--- config.mk ---
export PLATFORM = sky130hd
export DESIGN_NAME = tdc_multi_channel_counter
export DESIGN_NICKNAME = d
export VERILOG_FILES = /design/src/rtl/tdc_pkg.sv /design/src/rtl/tdc_channel.sv /design/src/rtl/tdc_multi_channel_counter.sv
export SDC_FILE = /design/constraint.sdc
export NUM_CORES = 1
export LEC_CHECK = 0
export ABC_AREA = 1
export CAP_MARGIN = 10
export CORE_MARGIN = 4
export CORE_UTILIZATION = 45
export DETAILED_ROUTE_END_ITERATION = 12
export GPL_TIMING_DRIVEN = 0
export PLACE_DENSITY = 0.67
export SLEW_MARGIN = 20
export SYNTH_ARGS = -nofsm -noshare
export SYNTH_HDL_FRONTEND = slang
export SYNTH_SLANG_ARGS = --single-unit
--- constraint.sdc ---
create_clock -name clk -period 3 [get_ports clk]
set_input_delay 0.6 -clock clk [delete_from_list [all_inputs] [get_ports clk]]
set_output_delay 0.6 -clock clk [all_outputs]
set_load 0.01 [all_outputs]
--- src/rtl/tdc_pkg.sv ---
// tdc_pkg: shared FSM encoding, parameter defaults and width helper for the TDC event counter.
// Rev 1.0
`default_nettype none

package tdc_pkg;

  typedef enum logic [1:0] {
    ST_IDLE  = 2'd0,
    ST_CLEAR = 2'd1,
    ST_RUN   = 2'd2,
    ST_DONE  = 2'd3
  } tdc_state_t;

  localparam int DEF_NUM_CH      = 4;
  localparam int DEF_SYNC_BITS   = 3;
  localparam int DEF_COUNT_BITS  = 8;
  localparam int DEF_WINDOW_BITS = 10;
  localparam int DEF_HOLDOFF_CYC = 3;

  // Hold-off counter must represent HOLDOFF_CYC; a zero hold-off still needs one bit.
  function automatic int holdoff_width(input int cyc);
    return (cyc < 1) ? 1 : $clog2(cyc + 1);
  endfunction

endpackage

`default_nettype wire

--- src/rtl/tdc_channel.sv ---
// tdc_channel: one pulse lane -- synchroniser, rising-edge detect, hold-off, event counter, sticky overflow.
// Rev 1.0. Build option TDC_SATURATE_EN: counter holds at all-ones on overflow instead of wrapping.
`default_nettype none

module tdc_channel
  import tdc_pkg::*;
#(
  parameter int SYNC_BITS   = DEF_SYNC_BITS,
  parameter int COUNT_BITS  = DEF_COUNT_BITS,
  parameter int HOLDOFF_CYC = DEF_HOLDOFF_CYC
) (
  input  logic                  clk,
  input  logic                  rst,
  input  logic                  clear,
  input  logic                  count_en,
  input  logic                  pulse,
  output logic [COUNT_BITS-1:0] count,
  output logic                  ovf
);

  localparam int            HW        = holdoff_width(HOLDOFF_CYC);
  localparam logic [HW-1:0] HOLD_LOAD = HW'(HOLDOFF_CYC);

  logic [SYNC_BITS-1:0]  sync_q;
  logic                  prev_q;
  logic [HW-1:0]         holdoff_q;
  logic [COUNT_BITS-1:0] count_q;
  logic                  ovf_q;
  logic                  edge_hit;
  logic                  count_full;

  assign edge_hit   = sync_q[SYNC_BITS-1] & ~prev_q & (holdoff_q == '0);
  assign count_full = &count_q;

  always_ff @(posedge clk or posedge rst) begin
    if (rst) begin
      sync_q    <= '0;
      prev_q    <= 1'b0;
      holdoff_q <= '0;
    end else begin
      sync_q <= {sync_q[SYNC_BITS-2:0], pulse};
      prev_q <= sync_q[SYNC_BITS-1];
      // Only accepted edges reload; edges swallowed by the hold-off leave it running down.
      if (edge_hit) begin
        holdoff_q <= HOLD_LOAD;
      end else if (holdoff_q != '0) begin
        holdoff_q <= holdoff_q - HW'(1);
      end
    end
  end

  always_ff @(posedge clk or posedge rst) begin
    if (rst) begin
      count_q <= '0;
      ovf_q   <= 1'b0;
    end else if (clear) begin
      count_q <= '0;
      ovf_q   <= 1'b0;
    end else if (count_en && edge_hit) begin
      if (count_full) begin
        ovf_q <= 1'b1;
`ifdef TDC_SATURATE_EN
        count_q <= count_q;
`else
        count_q <= '0;
`endif
      end else begin
        count_q <= count_q + COUNT_BITS'(1);
      end
    end
  end

  assign count = count_q;
  assign ovf   = ovf_q;

endmodule

`default_nettype wire

--- src/rtl/tdc_multi_channel_counter.sv ---
// tdc_multi_channel_counter: windowed multi-channel event counter with valid/ready result readout.
// Rev 1.0. Build option TDC_SATURATE_EN selects saturating (vs wrapping) channel counters.
`default_nettype none

module tdc_multi_channel_counter
  import tdc_pkg::*;
#(
  parameter int NUM_CH      = DEF_NUM_CH,
  parameter int SYNC_BITS   = DEF_SYNC_BITS,
  parameter int COUNT_BITS  = DEF_COUNT_BITS,
  parameter int WINDOW_BITS = DEF_WINDOW_BITS,
  parameter int HOLDOFF_CYC = DEF_HOLDOFF_CYC
) (
  input  logic                         clk,
  input  logic                         rst,
  input  logic                         start,
  input  logic [WINDOW_BITS-1:0]       window_len,
  input  logic [NUM_CH-1:0]            pulse_in,
  output logic                         ready,
  output logic                         busy,
  output logic                         res_valid,
  input  logic                         res_ready,
  output logic [NUM_CH*COUNT_BITS-1:0] res_data,
  output logic [NUM_CH-1:0]            ovf
);

  tdc_state_t             state_q;
  tdc_state_t             state_d;
  logic [WINDOW_BITS-1:0] win_len_q;
  logic [WINDOW_BITS-1:0] win_cnt_q;
  logic                   ch_clear;
  logic                   ch_count_en;

  always_ff @(posedge clk or posedge rst) begin
    if (rst) begin
      state_q <= ST_IDLE;
    end else begin
      state_q <= state_d;
    end
  end

  always_comb begin
    state_d     = state_q;
    ready       = 1'b0;
    busy        = 1'b0;
    res_valid   = 1'b0;
    ch_clear    = 1'b0;
    ch_count_en = 1'b0;
    unique case (state_q)
      ST_IDLE: begin
        ready = 1'b1;
        if (start) state_d = ST_CLEAR;
      end
      ST_CLEAR: begin
        busy     = 1'b1;
        ch_clear = 1'b1;
        state_d  = ST_RUN;
      end
      ST_RUN: begin
        busy        = 1'b1;
        ch_count_en = 1'b1;
        if (win_cnt_q == win_len_q) state_d = ST_DONE;
      end
      ST_DONE: begin
        res_valid = 1'b1;
        if (res_ready) state_d = ST_IDLE;
      end
      default: state_d = ST_IDLE;
    endcase
  end

  // Window counter runs 0..win_len_q, giving win_len_q+1 RUN cycles.
  always_ff @(posedge clk or posedge rst) begin
    if (rst) begin
      win_len_q <= '0;
      win_cnt_q <= '0;
    end else begin
      if (state_q == ST_IDLE && start) win_len_q <= window_len;
      if (state_q == ST_CLEAR) begin
        win_cnt_q <= '0;
      end else if (state_q == ST_RUN) begin
        win_cnt_q <= win_cnt_q + WINDOW_BITS'(1);
      end
    end
  end

  for (genvar i = 0; i < NUM_CH; i++) begin : g_ch
    tdc_channel #(
      .SYNC_BITS  (SYNC_BITS),
      .COUNT_BITS (COUNT_BITS),
      .HOLDOFF_CYC(HOLDOFF_CYC)
    ) u_ch (
      .clk     (clk),
      .rst     (rst),
      .clear   (ch_clear),
      .count_en(ch_count_en),
      .pulse   (pulse_in[i]),
      .count   (res_data[i*COUNT_BITS +: COUNT_BITS]),
      .ovf     (ovf[i])
    );
  end

endmodule

`default_nettype wire
After elaboration in Yosys (flattened, before gate mapping)
Cells that the tools add are included.
{"block": "totals", "ff_bits": 82, "inputBits": 18, "output_inout_bits": 39, "wordCells": 131}
{"block": "classes", "n_addsub": 9, "eq_ne": 7, "muxes": 43, "bitwise_logic": 12, "n_reduce_logical": 37}
{"op": "2-to-1 mux 8 bit", "n": 12}
{"op": "nonzero test 2 bit", "n": 17}
{"op": "adder 8 x 1 -> 8 bit (second input constant)", "n": 4}
{"op": "AND reduction 8 bit", "n": 4}
{"op": "2-to-1 mux 2 bit", "n": 11}
{"op": "2-to-1 mux 10 bit", "n": 2}
{"op": "2-to-1 mux 1 bit", "n": 17}
{"op": "adder 10 x 1 -> 10 bit (second input constant)", "n": 1}
{"op": "equality test 10 bit", "n": 1}
{"op": "zero test 2 bit", "n": 5}
{"op": "AND 1 bit", "n": 8}
{"op": "one-hot mux 2 bit (4 select lines)", "n": 1}
{"op": "AND reduction 2 bit", "n": 4}
{"op": "subtractor 2 x 1 -> 2 bit (second input constant)", "n": 4}
{"op": "inequality test 2 bit (second input constant)", "n": 3}
{"op": "logical AND 1 bit", "n": 5}
{"op": "equality test 2 bit (second input constant)", "n": 2}
{"op": "NOT 1 bit", "n": 4}
{"op": "AND reduction 3 bit", "n": 1}
{"op": "equality test 2 x 1 -> 1 bit (second input constant)", "n": 1}
{"op": "OR reduction 2 bit", "n": 1}

Longest topological paths before layout
{"block": "logic_depth", "word_depth": 6, "mapped_depth": 10, "depth_no_buf": 10}

By module
From an unflattened synthesis, not the netlist that was laid out.
{"block": "hier_totals", "hier_cells": 526, "hier_area_um2": 4316.6}
{"module": "tdc_channel", "instances": 4, "cells_each": 91, "area_per_inst_um2": 769.5, "seq_area_each_um2": 375.4}
{"module": "tdc_multi_channel_counter", "instances": 1, "cells_each": 162, "area_per_inst_um2": 1238.7, "seq_area_each_um2": 550.5}

Worst setup path before layout
No wires, ideal clock.
{"block": "synth_timing", "path_type": "flip-flop to flip-flop", "from": "reg state_q[0]", "to": "reg win_cnt_q[9]", "setup_ns": 0.118, "arrival_time_ns": 1.486, "slack_ns": 1.396, "stages_incl_launch_ff": 9, "n_path_buf": 1, "cell_sequence": "dfrtp_1 inv_1 ha_1 buf_2 inv_1 nor3_1 nand3_1 xor2_1 nor2_1"}
{"block": "synth_via", "elab_chain_len": 2, "elab_cells_between_ends": 4}
{"item": "from (decl)", "line": "tdc_multi_channel_counter.sv:27", "source": "tdc_state_t state_q;"}
{"item": "from (signal assigned)", "line": "tdc_multi_channel_counter.sv:38", "source": "state_q <= state_d;"}
{"item": "equality test 2 x 1 -> 1 bit / equality test 2 bit (equally long branches)", "line": "tdc_multi_channel_counter.sv:79, tdc_multi_channel_counter.sv:81"}
{"item": "2-to-1 mux 10 bit / nonzero test 2 bit (equally long branches)"}
{"item": "to (signal assigned)", "line": "tdc_multi_channel_counter.sv:82", "source": "win_cnt_q <= win_cnt_q + WINDOW_BITS'(1);"}
{"item": "to (decl)", "line": "tdc_multi_channel_counter.sv:30", "source": "logic [WINDOW_BITS-1:0] win_cnt_q;"}
Several ways; a longest one is shown, not always the timed one.
A chain may end at the register's enable or synchronous reset.

Worst setup path in the final report
{"block": "layout_timing", "from": "reg state_q[0]", "to": "out busy"}
{"block": "layout_via", "elab_chain_len": 3, "elab_cells_between_ends": 4}
{"item": "equality test 2 x 1 -> 1 bit / equality test 2 bit (equally long branches)", "line": "tdc_multi_channel_counter.sv:49", "source": "unique case (state_q)"}
{"item": "OR reduction 2 bit (no line) *"}
{"item": "2-to-1 mux 1 bit *", "line": "tdc_multi_channel_counter.sv:49"}
{"item": "to (decl)", "line": "tdc_multi_channel_counter.sv:20", "source": "output logic busy,"}
Every way passes the cells marked *; elsewhere a longest branch is shown, timed or not.

==> results.ini <==
[synth]
synth_area_um2=3850
yosysUniqueCellTypes=28
synthCells=435
avgSynthCellArea_um2=8.85
synth_seq_cells=82
postSynth.asyncResetShare_pct=100
yosys_most_used_dff=dfrtp_1
seq_area_frac_synth_pct=53.3
synth_warnings=0
synth_nets=467
synth_edf_count=0

[detailed_routing]
drt_first_pass_iters=4
ant_nets=0
drc=0
drt_wl_total_um=7420
first_iter_violations=102
drt-vias-per-instance=4.98
vias=3053
wire_per_inst_um=12.1

[floorplanning]
dieArea_um2=10100
die_y_um=100
start_util_pct=46.6
core_area_um2=8260
fp-row-count=33
die_w_um=100
io_pins=57

[run_status]
outcome=complete, no violations

[pwr]
p_per_area_nw_per_um2=737
ir_drop_mv=0.392
p_leak_nw=2.25

[global_route]
grt_max_degree=58
grt_first_pass_wirelength_um=12800
grt-ovfl-total=0
antenna_found_initial=0
grtUsageTotal_pct=15.6
grt_pass1_vias=2883

[timing]
drv_slew=0
rsz0062_at_grt=false
slew_headroom_pct=77.4
skew_ns=0.0101
min_period_ns=2.33
setup_viol=0
hold_viol_final=0
fmax_mhz=429
worst_pin_slew_ns=0.339
worst_hold_slack_ns=0.350
layout_setup_ws_ns=0.670
post-route-period-util_pct=77.7

[critical_path]
crit_fanout=4
critPathLaunchType=flop
critical_path_required_ns=2.40
critPathKind=reg2out
worst_ep_arrival_time_ns=1.73
crit_path_end_kind=output pin

[layout]
drive_gt1_share_pct=9.45
final_util_pct=57.7
multi_input_area_um2=1520
antennaDiodeCount=0
layout.nets=535
seqCellArea_um2=2050
final_cell_mix=nand2_1 (92), dfrtp_1 (82), clkdlybuf4s50_1 (56)
syn2layout_area_growth_pct=23.7
fill_cells=776
final_common_cell=nand2_1

[placed_design]
place.gp.congestion=0.778
place_ws_ns=1.02
dp_hpwl_um=5590
place.port_buffers=56

[clocking]
worstSkewPairLatency_ns=0.34
holdBufCountCts=0
root_buffer=clkbuf_8
cts.sinks=82
cts-resized-gates=0
cts_buffers=9
h-tree-depth=3
cts_buffer_depth=2
cts_post_setup_buffers_inserted=0
clk_pin_slew_worst_paths_ns=0.08
cts_tree=done

[hold_path]
min_path_type=reg2reg

[flow_run]
maxCapViolCount=0

## critical path, cell delays in order, from the launching register on
cell and delay [ns]:
dfrtp_1 0.41, inv_1 0.10, ha_1 0.34, clkdlybuf4s50_1 0.55
## flip-flops by register name, summed over array words and instances (netlist names)
name                 count
g_ch.u_ch.count         32
g_ch.u_ch.sync_q        12
win_cnt_q               10
win_len_q               10
g_ch.u_ch.holdoff_q      8
g_ch.u_ch.ovf            4
g_ch.u_ch.prev_q         4
state_q                  2
## metal layers
layer  vias to the layer above  GRT usage, %  share of wire [%]
met5                         -             0                  0
met3                         4          2.91                4.1
met2                        59          26.1                 48
met4                         0          5.28               0.59
li1                       1545             -                  -
met1                      1445          20.5                 47
## through the flow
step,cell area [µm²],total power [mW],std cells,setup TNS [ns]
finish,4760,3.51,613,0
CTS,4760,3.56,613,0
floorplan,3850,2.38,435,0
global placement,4540,2.74,596,-86.54
detailed placement,4570,2.80,597,0
global route,4760,3.79,613,0
## cells by family after synthesis
kind of cell | share of synthesized area, %
adder cells (fa/ha/maj) | 4.55
buffers and inverters | 7.25
AO/OA/AOI/OAI | 7.97
flip-flops | 53.3
XOR/XNOR | 3.19
multiplexers | 1.76
AND/OR/NAND/NOR | 22.0
## path summary, 6_finish.rpt
| check | cells after the start | endpoint | start | slack, ns |
|---|---|---|---|---|
| max reg2reg | 8 | g_ch[0].u_ch.ovf$_DFFE_PP0P_ | state_q[0]$_DFFE_PP0P_ | 1.19 |
| min reg2reg | 0 | g_ch[1].u_ch.sync_q[1]$_DFF_PP0_ | g_ch[1].u_ch.sync_q[0]$_DFF_PP0_ | 0.35 |
| min in group asynchronous | 2 | g_ch[3].u_ch.count[1]$_DFFE_PP0P_ | rst | 0.58 |
| min | 0 | g_ch[1].u_ch.sync_q[1]$_DFF_PP0_ | g_ch[1].u_ch.sync_q[0]$_DFF_PP0_ | 0.35 |
| max | 3 | busy | state_q[0]$_DFFE_PP0P_ | 0.67 |
| max in group asynchronous | 3 | g_ch[1].u_ch.count[5]$_DFFE_PP0P_ | rst | 1.84 |
## power breakdown
group          switching, mW  internal (mW)
registers              0.148           1.33
clock network          0.384          0.366
logic                  0.743          0.543
## cell type report
type	instances	area share [%]
Clock buffer	12	3.47
Multi-Input combinational cell	287	31.9
Buffer	8	1.24
Clock inverter	4	0.526
Sequential cell	82	43.1
Inverter	58	4.68
Tap cell	105	2.76
Timing Repair Buffer	57	12.4
## synth_stat cells (all sizes together), types with 6 or more instances
library cell  instances  area, µm²
xor2                  8       70.1
nand2                95        364
buf                   7       45.0
nor3                 11       60.1
a21oi                27        135
nand3                25        125
xnor2                 6       52.6
dfrtp                82       2050
ha                   14        175
mux2                  6       67.6
nand4                11       68.8
o21ai                24        128
inv                  58        220
nor2                 51        209
Note: power is estimated with default switching activity, not from simulation.
